## src/rtl/uart_tx_fifo.sv

```systemverilog
`default_nettype none
// +----------------------------------------------------------------------------+
// | Module      : uart_tx_fifo                                                 |
// | Description : Byte FIFO that feeds a downstream UART transmitter. Bytes    |
// |               are pushed by the host, held in a circular buffer and sent   |
// |               one at a time with a single-cycle transmit pulse, pacing on  |
// |               the UART's is_transmitting busy flag.                        |
// | Parameters  : DEPTH          - FIFO entries (power of two, 2..256)         |
// |               START_TIMEOUT  - cycles to wait for is_transmitting to rise  |
// | Ports       : clk, rst_n (async, active-low)                               |
// |               wr_en, wr_data[7:0]      - push interface                    |
// |               full, empty, level       - occupancy                         |
// |               overflow                 - sticky, push dropped while full   |
// |               transmit, tx_byte[7:0]   - start pulse and byte to the UART  |
// |               is_transmitting          - UART busy flag                    |
// | Option      : define UART_TX_FIFO_CRLF_EN to follow every sent 8'h0A with  |
// |               an inserted 8'h0D.                                           |
// | Revision    : 1.0 - initial release                                        |
// +----------------------------------------------------------------------------+
module uart_tx_fifo #(
  parameter int DEPTH         = 16,
  parameter int START_TIMEOUT = 15
) (
  input  logic                    clk,
  input  logic                    rst_n,
  input  logic                    wr_en,
  input  logic [7:0]              wr_data,
  output logic                    full,
  output logic                    empty,
  output logic [$clog2(DEPTH):0]  level,
  output logic                    overflow,
  output logic                    transmit,
  output logic [7:0]              tx_byte,
  input  logic                    is_transmitting
);

  localparam int AW = $clog2(DEPTH);
  // Timeout counter only needs to reach START_TIMEOUT-1.
  localparam int TW = (START_TIMEOUT > 1) ? $clog2(START_TIMEOUT) : 1;
  localparam logic [AW:0]   LVL_FULL = (AW + 1)'(DEPTH);
  localparam logic [TW-1:0] TMO_LAST = TW'(START_TIMEOUT - 1);

  typedef enum logic [1:0] {
    IDLE       = 2'd0,
    LOAD       = 2'd1,
    WAIT_START = 2'd2,
    WAIT_DONE  = 2'd3
  } state_t;

  state_t        r_state;
  state_t        w_state_nxt;
  logic [7:0]    r_mem [DEPTH];
  logic [AW-1:0] r_wr_ptr;
  logic [AW-1:0] r_rd_ptr;
  logic [AW:0]   r_level;
  logic          r_overflow;
  logic [7:0]    r_tx_byte;
  logic [TW-1:0] r_tmo_cnt;
  logic          w_push;
  logic          w_pop;
  logic          w_load_cr;
  logic          w_crlf_pend;

  assign full     = (r_level == LVL_FULL);
  assign empty    = (r_level == '0);
  assign level    = r_level;
  assign overflow = r_overflow;
  assign transmit = (r_state == LOAD);
  assign tx_byte  = r_tx_byte;

  // A push is judged against the current full flag, so a pop in the same
  // cycle never rescues a push made while full.
  assign w_push = wr_en && !full;

  // Next-state logic. The FIFO head is popped on the IDLE->LOAD edge so
  // tx_byte is already valid during the LOAD cycle that pulses transmit.
  always_comb begin
    w_state_nxt = r_state;
    w_pop       = 1'b0;
    w_load_cr   = 1'b0;
    case (r_state)
      IDLE: begin
        if (!is_transmitting) begin
          if (w_crlf_pend) begin
            w_load_cr   = 1'b1;
            w_state_nxt = LOAD;
          end else if (!empty) begin
            w_pop       = 1'b1;
            w_state_nxt = LOAD;
          end
        end
      end
      LOAD: begin
        w_state_nxt = WAIT_START;
      end
      WAIT_START: begin
        if (is_transmitting) begin
          w_state_nxt = WAIT_DONE;
        end else if (r_tmo_cnt == TMO_LAST) begin
          // UART never acknowledged: give up on this byte.
          w_state_nxt = IDLE;
        end
      end
      WAIT_DONE: begin
        if (!is_transmitting) begin
          w_state_nxt = IDLE;
        end
      end
      default: begin
        w_state_nxt = IDLE;
      end
    endcase
  end

`ifdef UART_TX_FIFO_CRLF_EN
  logic r_crlf_pend;
  logic w_byte_done;

  // A byte is finished either by the UART dropping busy or by the timeout.
  assign w_byte_done = ((r_state == WAIT_START) && !is_transmitting && (r_tmo_cnt == TMO_LAST)) ||
                       ((r_state == WAIT_DONE)  && !is_transmitting);

  // An inserted CR carries 8'h0D, so it can never re-arm the insertion.
  always_ff @(posedge clk or negedge rst_n) begin
    if (!rst_n) begin
      r_crlf_pend <= 1'b0;
    end else if (w_load_cr) begin
      r_crlf_pend <= 1'b0;
    end else if (w_byte_done && (r_tx_byte == 8'h0A)) begin
      r_crlf_pend <= 1'b1;
    end
  end

  assign w_crlf_pend = r_crlf_pend;
`else
  assign w_crlf_pend = 1'b0;
`endif

  // Storage array is not reset; only pointers and level define validity.
  always_ff @(posedge clk) begin
    if (w_push) begin
      r_mem[r_wr_ptr] <= wr_data;
    end
  end

  always_ff @(posedge clk or negedge rst_n) begin
    if (!rst_n) begin
      r_state    <= IDLE;
      r_wr_ptr   <= '0;
      r_rd_ptr   <= '0;
      r_level    <= '0;
      r_overflow <= 1'b0;
      r_tx_byte  <= 8'h00;
      r_tmo_cnt  <= '0;
    end else begin
      r_state <= w_state_nxt;

      if (w_push) begin
        r_wr_ptr <= r_wr_ptr + 1'b1;
      end

      if (w_pop) begin
        r_rd_ptr  <= r_rd_ptr + 1'b1;
        r_tx_byte <= r_mem[r_rd_ptr];
      end else if (w_load_cr) begin
        r_tx_byte <= 8'h0D;
      end

      case ({w_push, w_pop})
        2'b10:   r_level <= r_level + 1'b1;
        2'b01:   r_level <= r_level - 1'b1;
        default: r_level <= r_level;
      endcase

      if (wr_en && full) begin
        r_overflow <= 1'b1;
      end

      if (r_state == LOAD) begin
        r_tmo_cnt <= '0;
      end else if (r_state == WAIT_START) begin
        r_tmo_cnt <= r_tmo_cnt + 1'b1;
      end
    end
  end

endmodule
`default_nettype wire

```

## config.mk

```make
export PLATFORM = sky130hd
export DESIGN_NAME = uart_tx_fifo
export DESIGN_NICKNAME = d
export VERILOG_FILES = /design/src/rtl/uart_tx_fifo.sv
export SDC_FILE = /design/constraint.sdc
export NUM_CORES = 1
export LEC_CHECK = 0
export ABC_AREA = 1
export BUFFER_PORTS_ARGS = -buffer_cell sky130_fd_sc_hd__clkbuf_2
export CORE_ASPECT_RATIO = 1.75
export CORE_MARGIN = 10
export CORE_UTILIZATION = 56
export CTS_CLUSTER_SIZE = 16
export DETAILED_ROUTE_END_ITERATION = 10
export GPL_ROUTABILITY_DRIVEN = 0
export GPL_TIMING_DRIVEN = 0
export PLACE_DENSITY = 0.79
export SETUP_SLACK_MARGIN = 0.2
export SLEW_MARGIN = 20
export SYNTH_ARGS = -nofsm -noshare
export SYNTH_HDL_FRONTEND = slang
export SYNTH_SLANG_ARGS = --single-unit
```

## constraint.sdc

```tcl
create_clock -name clk -period 3.5 [get_ports clk]
set_input_delay 0.7 -clock clk [delete_from_list [all_inputs] [get_ports clk]]
set_output_delay 0.7 -clock clk [all_outputs]
set_load 0.05 [all_outputs]
```

* After elaboration in Yosys (flattened, before gate mapping) *
Memories as Yosys holds them, arrays and structs flattened. A register that Yosys moved wholly into a read port is not among the register bits.
Cells that the tools add are included.

storage, ports and cells
  bits in registers = 20
  memory bits (writable) = 128
  input port bits = 12
  output and inout port bits = 17
  word-level logic and storage cells = 46
  memories = 1

cells by class
  add/sub/neg operators = 5
  equality and inequality tests = 11
  mux-type cells = 14
  reductions and logical operators = 9

memory list
  name   depth  bits a word  read ports  clocked after memory_dff  write ports  RTL line  text
  r_mem  16     8            1           1                         1            52        logic [7:0] r_mem [DEPTH];

operators by type and width
  kind                                              count
  adder 4 x 1 -> 4 bit, second input constant       3
  two-way mux 2 bit                                 5
  case mux 5 bit (2 select lines)                   1
  two-way mux 4 bit                                 2
  case mux 2 bit (4 select lines)                   1
  == test 2 bit, second input constant              3
  != test 2 bit, second input constant              3
  adder 5 x 1 -> 5 bit, second input constant       1
  == test 5 bit, second input constant              1
  zero test 5 bit                                   1
  two-way mux 1 bit                                 5
  subtractor 5 x 1 -> 5 bit, second input constant  1
  == test 2 x 1 -> 1 bit, second input constant     2
  == test 4 bit, second input constant              1
  AND reduction 4 bit                               1
  nonzero test 2 bit                                2
  != test 3 bit, second input constant              1
  logical AND 1 bit                                 2
  zero test 1 bit                                   2
  zero test 2 bit                                   1

* Longest topological paths before layout *
  word-level depth = 6
  gate-level depth with buffers = 13
  mapped depth without buffers = 12

* Worst setup path after synthesis *
OpenSTA, ideal clock, no wires.

  path kind = reg2reg
  start point = reg r_level[0] (netlist: level[0])
  end point = reg r_level[4] (netlist: level[4])
  library setup time = 0.067 ns
  arrival = 2.441 ns
  data required time = 3.433 ns
  slack = 0.992 ns
  stages on the path, launching flop included = 13
  path buffers = 1
  period minus slack after synthesis = 2.508 ns
  path through = dfrtp_1 > inv_1 > nand4_1 > nand2_1 > buf_2 > ha_1 > fa_1 > a21oi_1 > nor2_1 > nor2_1 > xor2_1 > nand2_1 > nand2_1

on the way
  cells in the longest elaborated chain, start to end = 6
  elaborated cells between the ends (all ways) = 13
  those cells by class = add/sub: 2; eq/ne: 3; mux: 4; reduce/logical: 4

RTL lines
  element                                                                RTL line  text
  start, declared                                                        55        logic [AW:0] r_level;
  start signal, assigned                                                 170       2'b10: r_level <= r_level + 1'b1;
  start signal, assigned                                                 171       2'b01: r_level <= r_level - 1'b1;
  start signal, assigned                                                 172       default: r_level <= r_level;
  zero test 5 bit                                                        65        assign empty = (r_level == '0);
  two-way mux 1 bit                                                      87        end else if (!empty) begin
  two-way mux 1 bit                                                      83        if (!is_transmitting) begin
  two-way mux 1 bit                                                      81        case (r_state)
  == test 2 x 1 -> 1 bit or == test 2 bit (tied branches)                169       case ({w_push, w_pop})
  case mux 5 bit (2 select lines) or nonzero test 2 bit (tied branches)  n/a

Several ways; a longest one is shown, not always the timed one.
A chain may end at the register's enable or synchronous reset.

* Worst setup path after layout *
  start point = reg r_state[1]
  end point = reg r_level[4] (netlist: level[4])

on the way
  cells in the longest elaborated chain, start to end = 4
  elaborated cells between the ends (all ways) = 6
  those cells by class = eq/ne: 2; mux: 2; reduce/logical: 2

RTL lines
  element                                                                RTL line  text
  start, declared                                                        50        state_t r_state;
  start signal, assigned                                                 156       r_state <= w_state_nxt;
  zero test 2 bit *                                                      81
  two-way mux 1 bit *                                                    81
  net w_pop                                                              60        logic w_pop;
  == test 2 x 1 -> 1 bit or == test 2 bit (tied branches)                169
  case mux 5 bit (2 select lines) or nonzero test 2 bit (tied branches)  n/a

Mark *: on every way through the listed nets, which the timed path passes. The rest lies on a longest branch.

==> run_results.csv <==
group,metric,value,unit
clock_network,htreeDepth,4,
yosys,yosysWarnings,0,
floorplan,die_height,168.3,um
yosys,synth_top_family_by_area,"simple AND/OR/NAND/NOR gates",
placed_design,numPortBuffers,28,
clock_network,cts_resized,0,
worst_setup_path,path_class,"register to register",
cells_and_area,syn_to_final_growth,14.36,%
clock_network,hold_buffers,0,
sta,setup_violations,0,
route,drt_wl_total,17790,um
yosys,synth_fa_ha_area_share,2.950,%
floorplan,start_util,56.64,%
floorplan,die-area,17640,um2
yosys,yosys_register_bits,156,
route,drt_iter0_markers,554,
sta,fin_ws,0.8241,ns
route,vias_per_cell,5.567,
global_route,antenna_found_initial,0,
pwr,power_density,883.4,nW/um2
global_route,grt-ovfl-total,0,
route,drt-pass1-iter-count,7,
clock_network,clock_path_buffers,2,
yosys,synth_simple_gate_area_share,20.95,%
yosys,synth_mux_area_share,0,%
yosys,synth_cell_types,26,
sta,fmax,0.3737,GHz
clock_network,post-cts-setup-buffers,0,
placed_design,hpwl,12270,um
cells_and_area,register_area,4544,um2
pwr,power_frac_comb,39.3,%
flow_run,drv_cap,0,
sta,finalCritPeriodShare,76.45,%
cells_and_area,fillers,934,
cells_and_area,nets,779,
yosys,synth_xor_area_share,1.119,%
cells_and_area,final_common_cell,"nand2_1",
floorplan,ios,29,
cells_and_area,multi_input_area,1924,um2
floorplan,rows,54,
pwr,ir_worst_vdd,0.6546,mV
placed_design,dp_cells,900,
outcome,status,"finished, final reports clean",
pwr,p_switching,2.872,mW
cells_and_area,layout_common_cells,"nand2_1, edfxtp_1, inv_1",
pwr,power.share.sequential,34.9,%
sta,fin_skew,0.007852,ns
cells_and_area,diodes,0,
yosys,syn_avg_cell_area,10.00,um2
floorplan,fp.coreArea,12430,um2
pwr,p_sw_share,40.37,%
clock_network,cts_sinks,156,
floorplan,die_x,104.8,um
yosys,synth_area,7042,um2
placed_design,pre_cts_slack,0.7008,ns
global_route,grt_pass1_vias,5193,
yosys,synthCells,704,
worst_setup_path,cp.arrival,3.04,ns
pwr,leakagePower,3.639,nW
sta,worstMarginPinSlew,0.8334,ns
global_route,grt_pass1_wl,27280,um
clock_network,numCtsBuffers,17,
route,final_antenna_net_count,0,
sta,fin_crit,2.676,ns
clock_network,path_clk_slew,0.06,ns
yosys,synth_compound_area_share,1.457,%
sta,relSlewSlack,44.14,%
global_route,grt_use_total,20.48,%
route,route.detailed.drc,0,
worst_setup_path,cp-start-kind,"register",
sta,fin_tns_setup,0,ns
worst_setup_path,worst_ep_required_time,3.86,ns
cells_and_area,drive_above_1_share,12.70,%
sta,grt_setup_unrepaired,"no",
pwr,internal_power,4.242,mW
sta,hold_violations,0,
worst_setup_path,endpoint_kind,"register",
global_route,grt_max_degree,29,
yosys,synth_fp_nets,732,
clock_network,cts_tree,"yes",
yosys,ys_seq_area_share,64.53,%
worst_hold_path,hold_path.class,"primary input to asynchronous set/reset pin",
cells_and_area,instances_no_fill,932,
route,via_count,5188,
clock_network,worstSkewPairLatency,0.42,ns
clock_network,clockRootBuffer,"clkbuf_16",
sta,drv_slew,0,
pwr,pwr-share-clk,25.7,%
pwr,total_power,7.114,mW
worst_setup_path,critPathMaxFanout,10,
sta,holdWs,0.3415,ns
route,wl_per_cell,19.09,um
## cells by family (layout without fill, tap and decap cells)
| group | after synthesis | in the layout |
|---|---|---|
| AO/OA/AOI/OAI | 19 | 19 |
| adder cells (fa/ha/maj) | 16 | 16 |
| flip-flops | 156 | 156 |
| buffers and inverters | 154 | 214 |
| AND/OR/NAND/NOR | 350 | 350 |
| XOR/XNOR | 9 | 9 |
## cell type report
cell class | count | area share [%]
Clock inverter | 4 | 0.6370
Timing Repair Buffer | 28 | 1.740
Inverter | 127 | 5.920
Buffer | 27 | 1.942
Clock buffer | 28 | 6.821
Sequential cell | 156 | 56.43
Multi-Input combinational cell | 394 | 23.90
Tap cell | 168 | 2.610
## path summary, 6_finish.rpt
check | to | slack (ns) | start | depth (start not counted)
max | level[4]$_DFFE_PN0P_ | 0.82 | r_state[1]$_DFFE_PN0P_ | 13
min reg2reg | overflow$_DFFE_PN0P_ | 0.46 | overflow$_DFFE_PN0P_ | 1
max reg2reg | level[4]$_DFFE_PN0P_ | 0.82 | r_state[1]$_DFFE_PN0P_ | 13
max in group asynchronous | tx_byte[6]$_DFFE_PN0P_ | 2.66 | rst_n | 1
min | r_tmo_cnt[1]$_DFFE_PN0P_ | 0.34 | rst_n | 1
min in group clk | overflow$_DFFE_PN0P_ | 0.46 | overflow$_DFFE_PN0P_ | 1
## flip-flops by register name, indices dropped and copies added, names as in the netlist
| name | cells |
|---|---|
| tx_byte | 8 |
| r_wr_ptr | 4 |
| r_tmo_cnt | 4 |
| r_mem | 128 |
| overflow | 1 |
| level | 5 |
| r_rd_ptr | 4 |
| r_state | 2 |
## Yosys cell counts (all sizes together)
library cell	number	area [um2]
nand2	222	835.8
edfxtp	128	3844
inv	125	469.2
nand3	100	500.5
dfrtp	28	700.7
buf	25	148.9
ha	15	187.7
nor3	13	65.06
nor2	11	48.80
o21ai	11	55.05
xor2	7	61.31
a21oi	4	20.02
nand4	4	25.02
clkbuf	2	7.510
clkinv	2	7.510
xnor2	2	17.52
a21boi	1	7.510
a21o	1	7.510
a31oi	1	6.260
fa	1	20.02
o22ai	1	6.260
## critical path, stage by stage, from the launching register on
cell	delay (ns)
dfrtp_1	0.42
inv_1	0.12
ha_1	0.20
inv_1	0.09
nor2_4	0.23
buf_2	0.29
ha_1	0.34
ha_1	0.32
a21oi_1	0.14
nor2_1	0.05
nor2_1	0.12
xor2_1	0.17
nand2_1	0.06
nand2_1	0.06
## layer usage
metal	global-route usage, %	wire length [um]	up-vias
li1	-	-	2359
met5	0	0	-
met1	19.89	5891	2458
met4	15.35	1344	0
met2	36.99	9598	275
met3	4.243	957	96
## metrics by stage
step                      cell area [um2]  util, %
after floorplan                      7042        -
after global placement               7392    59.46
after detailed placement             7422    59.70
after CTS                            8023    64.53
after global routing                 8053    64.77
final                                8053    64.77
## power by group through the flow
stage | registers, mW | logic [mW] | clock network, mW
2_1_floorplan | 2.75 | 1.63 | 0
3_3_place_gp | 2.50 | 2.57 | 0
3_5_place_dp | 2.52 | 2.68 | 0
4_1_cts | 2.48 | 2.72 | 1.84
5_1_grt | 2.51 | 3.03 | 1.91
6_report | 2.49 | 2.80 | 1.83
(Power assumes the default switching activity.)
